===== src/rtl/bcd_pkg.sv =====
// Shared types and constants for the sequential binary-to-BCD / 7-segment converter.
package bcd_pkg;

  typedef enum logic [1:0] {
    IDLE,
    SHIFT,
    DONE
  } state_t;

  // Segment patterns for digits 0-9, bit 0 = segment a ... bit 6 = segment g.
  localparam logic [6:0] SEG_CODES [10] = '{
    7'h3F, 7'h06, 7'h5B, 7'h4F, 7'h66, 7'h6D, 7'h7D, 7'h07, 7'h7F, 7'h6F
  };

  // Decimal digits of 2^width - 1, i.e. floor(width * log10(2)) + 1.
  function automatic int min_digits(input int width);
    longint scaled;
    scaled = longint'(width) * longint'(301029995);
    return int'(scaled / longint'(1000000000)) + 1;
  endfunction

endpackage


===== src/rtl/bcd_seg7.sv =====
// One BCD digit to a 7-segment pattern; blank or an invalid digit gives all segments off.
module bcd_seg7
  import bcd_pkg::*;
(
  input  logic [3:0] digit,
  input  logic       blank,
  output logic [6:0] seg
);

  always_comb begin
    seg = '0;
    if (!blank && digit < 4'd10) begin
      seg = SEG_CODES[digit];
    end
  end

endmodule


===== src/rtl/seq_bin2bcd_seg7.sv =====
// Iterative double-dabble binary-to-BCD converter with per-digit 7-segment encoding,
// optional leading-zero blanking and valid/ready handshakes on both sides.
module seq_bin2bcd_seg7
  import bcd_pkg::*;
#(
  parameter int WIDTH  = 8,
  parameter int DIGITS = 3
) (
  input  logic                  clk,
  input  logic                  rst,
  input  logic                  in_valid,
  output logic                  in_ready,
  input  logic [WIDTH-1:0]      bin,
  input  logic                  blank_lz,
  output logic                  out_valid,
  input  logic                  out_ready,
  output logic [4*DIGITS-1:0]   bcd,
  output logic [7*DIGITS-1:0]   seg
);

  localparam int CW = $clog2(WIDTH + 1);

  if (WIDTH < 1 || DIGITS < min_digits(WIDTH)) begin : g_bad_params
    $error("seq_bin2bcd_seg7: DIGITS=%0d cannot hold 2^%0d-1", DIGITS, WIDTH);
  end

  state_t              state;
  logic [WIDTH-1:0]    bin_q;
  logic [4*DIGITS-1:0] bcd_q;
  logic [4*DIGITS-1:0] bcd_adj;
  logic [CW-1:0]       cnt;
  logic                blank_q;
  logic                result_shown;
  logic [DIGITS-1:0]   blank_mask;
  logic [7*DIGITS-1:0] seg_raw;
  logic                lead;

  // Add-3 correction applied to every digit before each shift.
  always_comb begin
    bcd_adj = bcd_q;
    for (int i = 0; i < DIGITS; i++) begin
      if (bcd_q[4*i +: 4] >= 4'd5) begin
        bcd_adj[4*i +: 4] = bcd_q[4*i +: 4] + 4'd3;
      end
    end
  end

  // NOTE: non-blocking assignments so every register samples pre-edge values.
  always_ff @(posedge clk) begin
    if (rst) begin
      state        <= IDLE;
      bin_q        <= '0;
      bcd_q        <= '0;
      cnt          <= '0;
      blank_q      <= 1'b0;
      result_shown <= 1'b0;
    end else begin
      case (state)
        IDLE: begin
          if (in_valid) begin
            bin_q        <= bin;
            blank_q      <= blank_lz;
            bcd_q        <= '0;
            cnt          <= CW'(WIDTH);
            result_shown <= 1'b0;
            state        <= SHIFT;
          end
        end
        SHIFT: begin
          {bcd_q, bin_q} <= {bcd_adj, bin_q} << 1;
          cnt            <= cnt - CW'(1);
          if (cnt == CW'(1)) begin
            state        <= DONE;
            result_shown <= 1'b1;
          end
        end
        DONE: begin
          if (out_ready) begin
            state <= IDLE;
          end
        end
        default: state <= IDLE;
      endcase
    end
  end

  // NOTE: every variable gets a default at the top so no path infers a latch.
  always_comb begin
    blank_mask = '0;
    lead       = blank_q;
    for (int i = DIGITS - 1; i > 0; i--) begin
      lead          = lead && (bcd_q[4*i +: 4] == 4'd0);
      blank_mask[i] = lead;
    end
  end

  for (genvar g = 0; g < DIGITS; g++) begin : g_digit
    bcd_seg7 u_seg (
      .digit (bcd_q[4*g +: 4]),
      .blank (blank_mask[g]),
      .seg   (seg_raw[7*g +: 7])
    );
  end

  // Segments stay dark until a conversion has completed since reset/acceptance.
  assign seg       = result_shown ? seg_raw : '0;
  assign bcd       = bcd_q;
  assign in_ready  = (state == IDLE);
  assign out_valid = (state == DONE);

endmodule

===== config.mk =====
export PLATFORM = sky130hd
export DESIGN_NAME = seq_bin2bcd_seg7
export DESIGN_NICKNAME = d
export VERILOG_FILES = /design/src/rtl/bcd_pkg.sv /design/src/rtl/bcd_seg7.sv /design/src/rtl/seq_bin2bcd_seg7.sv
export SDC_FILE = /design/constraint.sdc
export NUM_CORES = 1
export LEC_CHECK = 0
export BUFFER_PORTS_ARGS = -buffer_cell sky130_fd_sc_hd__buf_2
export CAP_MARGIN = 10
export CORE_MARGIN = 2
export CORE_UTILIZATION = 53
export DETAILED_ROUTE_END_ITERATION = 10
export PLACE_DENSITY_LB_ADDON = 0.25
export SETUP_SLACK_MARGIN = 0.1
export SLEW_MARGIN = 5
export SYNTH_ARGS = -nofsm -noshare
export SYNTH_HDL_FRONTEND = slang
export SYNTH_SLANG_ARGS = --single-unit

===== constraint.sdc =====
create_clock -name clk -period 4.83 [get_ports clk]
set_clock_uncertainty 0.05 [all_clocks]
set_input_delay 0.7245 -clock clk [delete_from_list [all_inputs] [get_ports clk]]
set_output_delay 0.7245 -clock clk [all_outputs]
set_load 0.02 [all_outputs]

# Word level (Yosys, flattened, before mapping)
# Memories as Yosys holds them, arrays and structs flattened.
# Cells that the tools add are included.
# op_classes
add_sub_neg	4
order_cmp	9
n_eq_ne	6
muxes	26
bitwise_logic	3
reduce_logical	14
# op_table
op	count
$mux 7	9
$pmux 12 s2	1
$mux 21	1
$pmux 8 s2	1
$ge 5x5->1 const B	3
$not 4->5	3
$ge 4x3->1 const B	3
$lt 4x4->1 const B	3
$mux 12	1
$mux 4	3
$add 4x2->4 const B	2
$logic_not 4->1	2
$mux 8	1
$pmux 4 s2	1
$mux 2	3
$pmux 2 s3	1
$reduce_and 3->1	2
$eq 4x1->1 const B	1
$logic_and 1x1->1	4
$ne 2x2->1 const B	2
$reduce_and 2->1	2
$sub 4x1->4 const B	1
$add 3x2->3 const B	1
$mux 3	1
8 further kinds	10
# word_totals
ff_bits	28
romBits	336
in_bits	13
out_inout_bits	35
elab_cells	71
memories	3
# memory_table
name	depth	width	rd	rd_ports_with_merged_regs	wr	line_no	text
(name not given)	16	7	1	0	0	bcd_seg7.sv:13	seg = SEG_CODES[digit];
(name not given)	16	7	1	0	0	bcd_seg7.sv:13	
(name not given)	16	7	1	0	0	bcd_seg7.sv:13	

# Depth between registers and ports, before layout
# logic_depth
ltp_word	7
depth_mapped	5
depth_no_buf	5

# By module
# Synthesis repeated with hierarchy kept, for this count alone.
# unflattened
cells_unflattened	269
hier_area_um2	2093.3
# by_module_without_submodules
mod	instances	cells_each	area_each_um2	seq_area_each_um2
seq_bin2bcd_seg7	1	185	1534.0	560.5
bcd_seg7	3	28	186.4	0.0

# Least setup slack after synthesis
# OpenSTA, ideal clock, no wires.
# synth_timing
kind	register to output
startpoint	register bcd_q[8] (netlist: bcd[8])
endpoint	output port seg[18]
arrival_time_ns	1.883
required_ns	4.056
path_slack_ns	2.173
stages_incl_launch_ff	6
path_buffers	0
cell_sequence	dfxtp_1 > inv_1 > ha_1 > nand3b_1 > o211ai_1 > a211oi_1
# synth_via
elab_chain_len	6
elab_cells_between_ends	11
cone_classes	1 x order compare; 4 x mux; 1 x bitwise; 4 x reduce/logical; 1 x memory
# synth_lines
item	line_no	text
start, declared	seq_bin2bcd_seg7.sv:29	logic [4*DIGITS-1:0] bcd_q;
start signal, assigned	seq_bin2bcd_seg7.sv:70	{bcd_q, bin_q} <= {bcd_adj, bin_q} << 1;
$not 4->5 (not written as such) / $logic_not 4->1 (equally long branches)	bcd_seg7.sv:13, seq_bin2bcd_seg7.sv:92	
$mem_v2 16x7 / $logic_and 1x1->1 (equally long branches)	--	
$mux 7 (not written as such) / $logic_not 1->1 (equally long branches)	bcd_seg7.sv:13, bcd_seg7.sv:12	
$mux 7 (not written as such) / $logic_and 1x1->1 (equally long branches)	bcd_seg7.sv:13, bcd_seg7.sv:12	
$mux 7 (*)	bcd_seg7.sv:12	if (!blank && digit < 4'd10) begin
$mux 21 (*)	seq_bin2bcd_seg7.sv:106	assign seg = result_shown ? seg_raw : '0;
end, declared	seq_bin2bcd_seg7.sv:18	output logic [7*DIGITS-1:0] seg
# Mark *: on every way between the ends. The rest lies on a longest branch, timed or not. The select of a mux whose other input is x is not followed.

# Worst setup path in the final report
# Ends and elaborated chain as after synthesis.

==> results.json <==
{
  "outcome": "finished, final reports clean",
  "viasPerCell": 5.96,
  "vias": 2075,
  "final_cell_area_sq_um": 2360,
  "grt_pass1_vias": 1674,
  "grt_overflow": 0,
  "path_clk_slew_ns": 0.10,
  "io_pins": 48,
  "gp_congestion": 0.889,
  "critPathLaunchType": "register",
  "path_cells": "inv_1, ha_1, nand3b_1, o211ai_1, a211oi_1, buf_2",
  "seqCellArea_sq_um": 561,
  "multi_input_area_sq_um": 1370,
  "drive_gt1_frac": 0.203,
  "ctsHoldBuffers": 0,
  "grt_max_degree": 37,
  "fmax_ghz": 0.345,
  "maxCapViolations": 0,
  "cp.required_ns": 4.06,
  "coreArea_sq_um": 3720,
  "synth.ff_latch_count": 28,
  "cts_tree": "yes",
  "max_stage_delay_ns": 0.51,
  "comb_power_share": 0.202,
  "relSlewSlack": 0.244,
  "finalCritPeriodShare": 0.600,
  "die_height_microns": 66.4,
  "p_leak_nw": 0.963,
  "wl_per_cell_microns": 14.1,
  "rsz0062_at_grt": "no",
  "grt_pass1_wl_mm": 7.94,
  "fin_tns_setup_ns": 0,
  "htree_levels": 1,
  "pwr-share-seq": 0.470,
  "synth_area_sq_um": 2060,
  "cts_resized": 0,
  "start_util": 0.556,
  "crit_type": "register to output port",
  "crit_fanout": 9,
  "clock_sinks": 28,
  "track_usage": 0.227,
  "insertedDiodeCount": 0,
  "avgSynthCellArea_sq_um": 7.73,
  "rows": 22,
  "finalCriticalPeriod_ns": 2.90,
  "syn_nets": 297,
  "postCtsSetupRepairBufs": 0,
  "dpl_cell_area_sq_um": 2290,
  "p_sw_frac": 0.290,
  "peakVddDrop_uv": 261,
  "p_per_area_nw_per_um2": 244,
  "nets": 331,
  "yosysWarnings": 0,
  "fill_cells": 333,
  "die_w_microns": 66.4,
  "port_buffers": 47,
  "dp_hpwl_mm": 3.41,
  "synth_cell_types": 40,
  "dieArea_sq_um": 4410,
  "syn_to_final_growth_pct": 14.2,
  "hp-class": "register to register",
  "seq_area_frac_synth": 0.272,
  "syn_inst": 267,
  "numCtsBuffers": 3,
  "wirelength_mm": 4.90,
  "antenna_left": 0,
  "hold_viol_final": 0,
  "drt_iter0_markers": 151,
  "clk_latency_ns": 0.28,
  "firstDrtPassIters": 4,
  "drc_errors": 0,
  "drv_slew": 0,
  "intPower_mw": 0.408,
  "p_clk_frac": 0.327,
  "critPathSlowestCell": "dfxtp_1",
  "clock_path_buffers": 2,
  "netSwitchingPower_mw": 0.166,
  "crit_path_end_kind": "output port",
  "antenna_found_initial": 0,
  "worst_ep_arrival_time_ns": 2.12,
  "worstMarginPinSlew_ns": 1.13,
  "root_buffer": "clkbuf_8",
  "setup_viol": 0
}
[logic make-up (layout without fill, tap and decap cells)]
family,after synthesis,after routing,share of synthesized area
buffers and inverters,35,68,0.0661
DFF,28,28,0.272
xor gates and xnor gates,1,1,0.00424
and+or+nand+nor,102,102,0.285
adders and majority gates,17,17,0.103
muxes,1,1,0.00485
AOI/OAI and AO/OA,83,83,0.265
[placed cells by master, fill, tap and decap left out, drive strengths merged, types with 5 or more instances in the layout]
cell and n:
buf 47, dfxtp 28, a21oi 25, nor2 20, inv 17, ha 17, nand2b 14, o21ai 13
nor2b 12, nor3 12, o211ai 11, nand2 10, or3b 8, or3 8, o2111ai 7, nand3 5
o21a 5
[worst paths after layout]
| path | startpoint | endpoint | slack, ns | cells after the start |
|---|---|---|---|---|
| worst max-delay path | bcd[8] | seg[18] | 1.93 | 6 |
| worst max register to register | state[0] | cnt[3] | 2.41 | 3 |
| worst min register to register | bin_q[2] | bin_q[2] | 0.44 | 2 |
| worst min-delay path | bin_q[2] | bin_q[2] | 0.44 | 2 |
[per-layer routing]
metal | vias to the layer above | part of all wire | wire length [microns] | GRT usage
li1 | 1040 | - | - | -
met1 | 969 | 0.48 | 2330 | 0.316
met2 | 62 | 0.46 | 2280 | 0.370
met3 | 4 | 0.051 | 249 | 0.0358
met4 | 0 | 0.0082 | 40 | 0.0459
met5 | - | 0 | 0 | 0
[sequential cells by signal (all words and copies together) (netlist names)]
signal,count
cnt,4
bcd,12
blank_q,1
bin_q,8
state,2
result_shown,1
[cell usage after synthesis]
cell	instances	area (sq um)
mux2i_1	1	10.0
nor2b_1	12	75.1
a311oi_1	1	8.76
dfxtp_1	28	561
inv_1	17	63.8
a211oi_1	4	30.0
a2bb2oi_1	1	8.76
o311ai_0	1	8.76
o21a_1	5	37.5
o21ai_0	13	65.1
nor3b_2	1	12.5
nand2b_1	14	87.6
or3b_2	8	70.1
ha_1	17	213
o22ai_1	1	6.26
nor3b_1	3	22.5
nor3_1	12	60.1
clkbuf_1	14	52.6
xnor2_1	1	8.76
nor2_1	20	75.1
nand3_1	5	25.0
nor4b_1	3	26.3
o41ai_1	1	8.76
o2111ai_1	7	61.3
a31oi_1	3	18.8
or3_1	8	50.1
or4_1	4	30.0
o211ai_1	11	82.6
o21ba_2	1	10.0
a22oi_1	2	15.0
o311a_1	2	20.0
and3b_1	1	8.76
a32oi_1	3	26.3
nand3b_1	1	7.51
a21oi_1	25	125
clkbuf_2	1	5.00
o31ai_1	1	7.51
buf_2	3	15.0
nand2_1	10	37.5
o21bai_1	1	7.51
[power groups by stage]
stage	logic (mW)	clock network [mW]	registers (mW)
finish	0.116	0.188	0.270
detailed placement	0.116	0	0.275
CTS	0.116	0.191	0.270
floorplan	0.0988	0	0.263
global route	0.130	0.199	0.274
global placement	0.113	0	0.275
[worst max-delay path, delay by kind of cell, from the launching register on]
family / cells / cell delay [ns]
buf+inv: 2 / 0.32
simple gates: 1 / 0.22
compound gates: 2 / 0.48
fa+ha+maj: 1 / 0.30
flops: 1 / 0.51
[per-stage QoR]
| stage | hold WS (ns) | std cells | setup slack, ns | utilization | total power, mW |
|---|---|---|---|---|---|
| finish | 0.439 | 348 | 1.93 | 0.635 | 0.574 |
| global route | 0.470 | 348 | 1.75 | 0.635 | 0.602 |
| CTS | 0.443 | 348 | 1.95 | 0.635 | 0.577 |
| detailed placement | 0.425 | 344 | 2.28 | 0.615 | 0.391 |
| global placement | 0.423 | 344 | 2.37 | 0.615 | 0.388 |
| floorplan | 0.395 | 267 | 2.17 | - | 0.362 |
[area by class of cell]
class,instances,share of cell area
multi-input combinational,204,0.580
sequential,28,0.238
timing repair buffer,47,0.0997
inverter,17,0.0271
tap,48,0.0255
clock buffer,3,0.0175
clock inverter,1,0.0127
(Power assumes the default switching activity.)
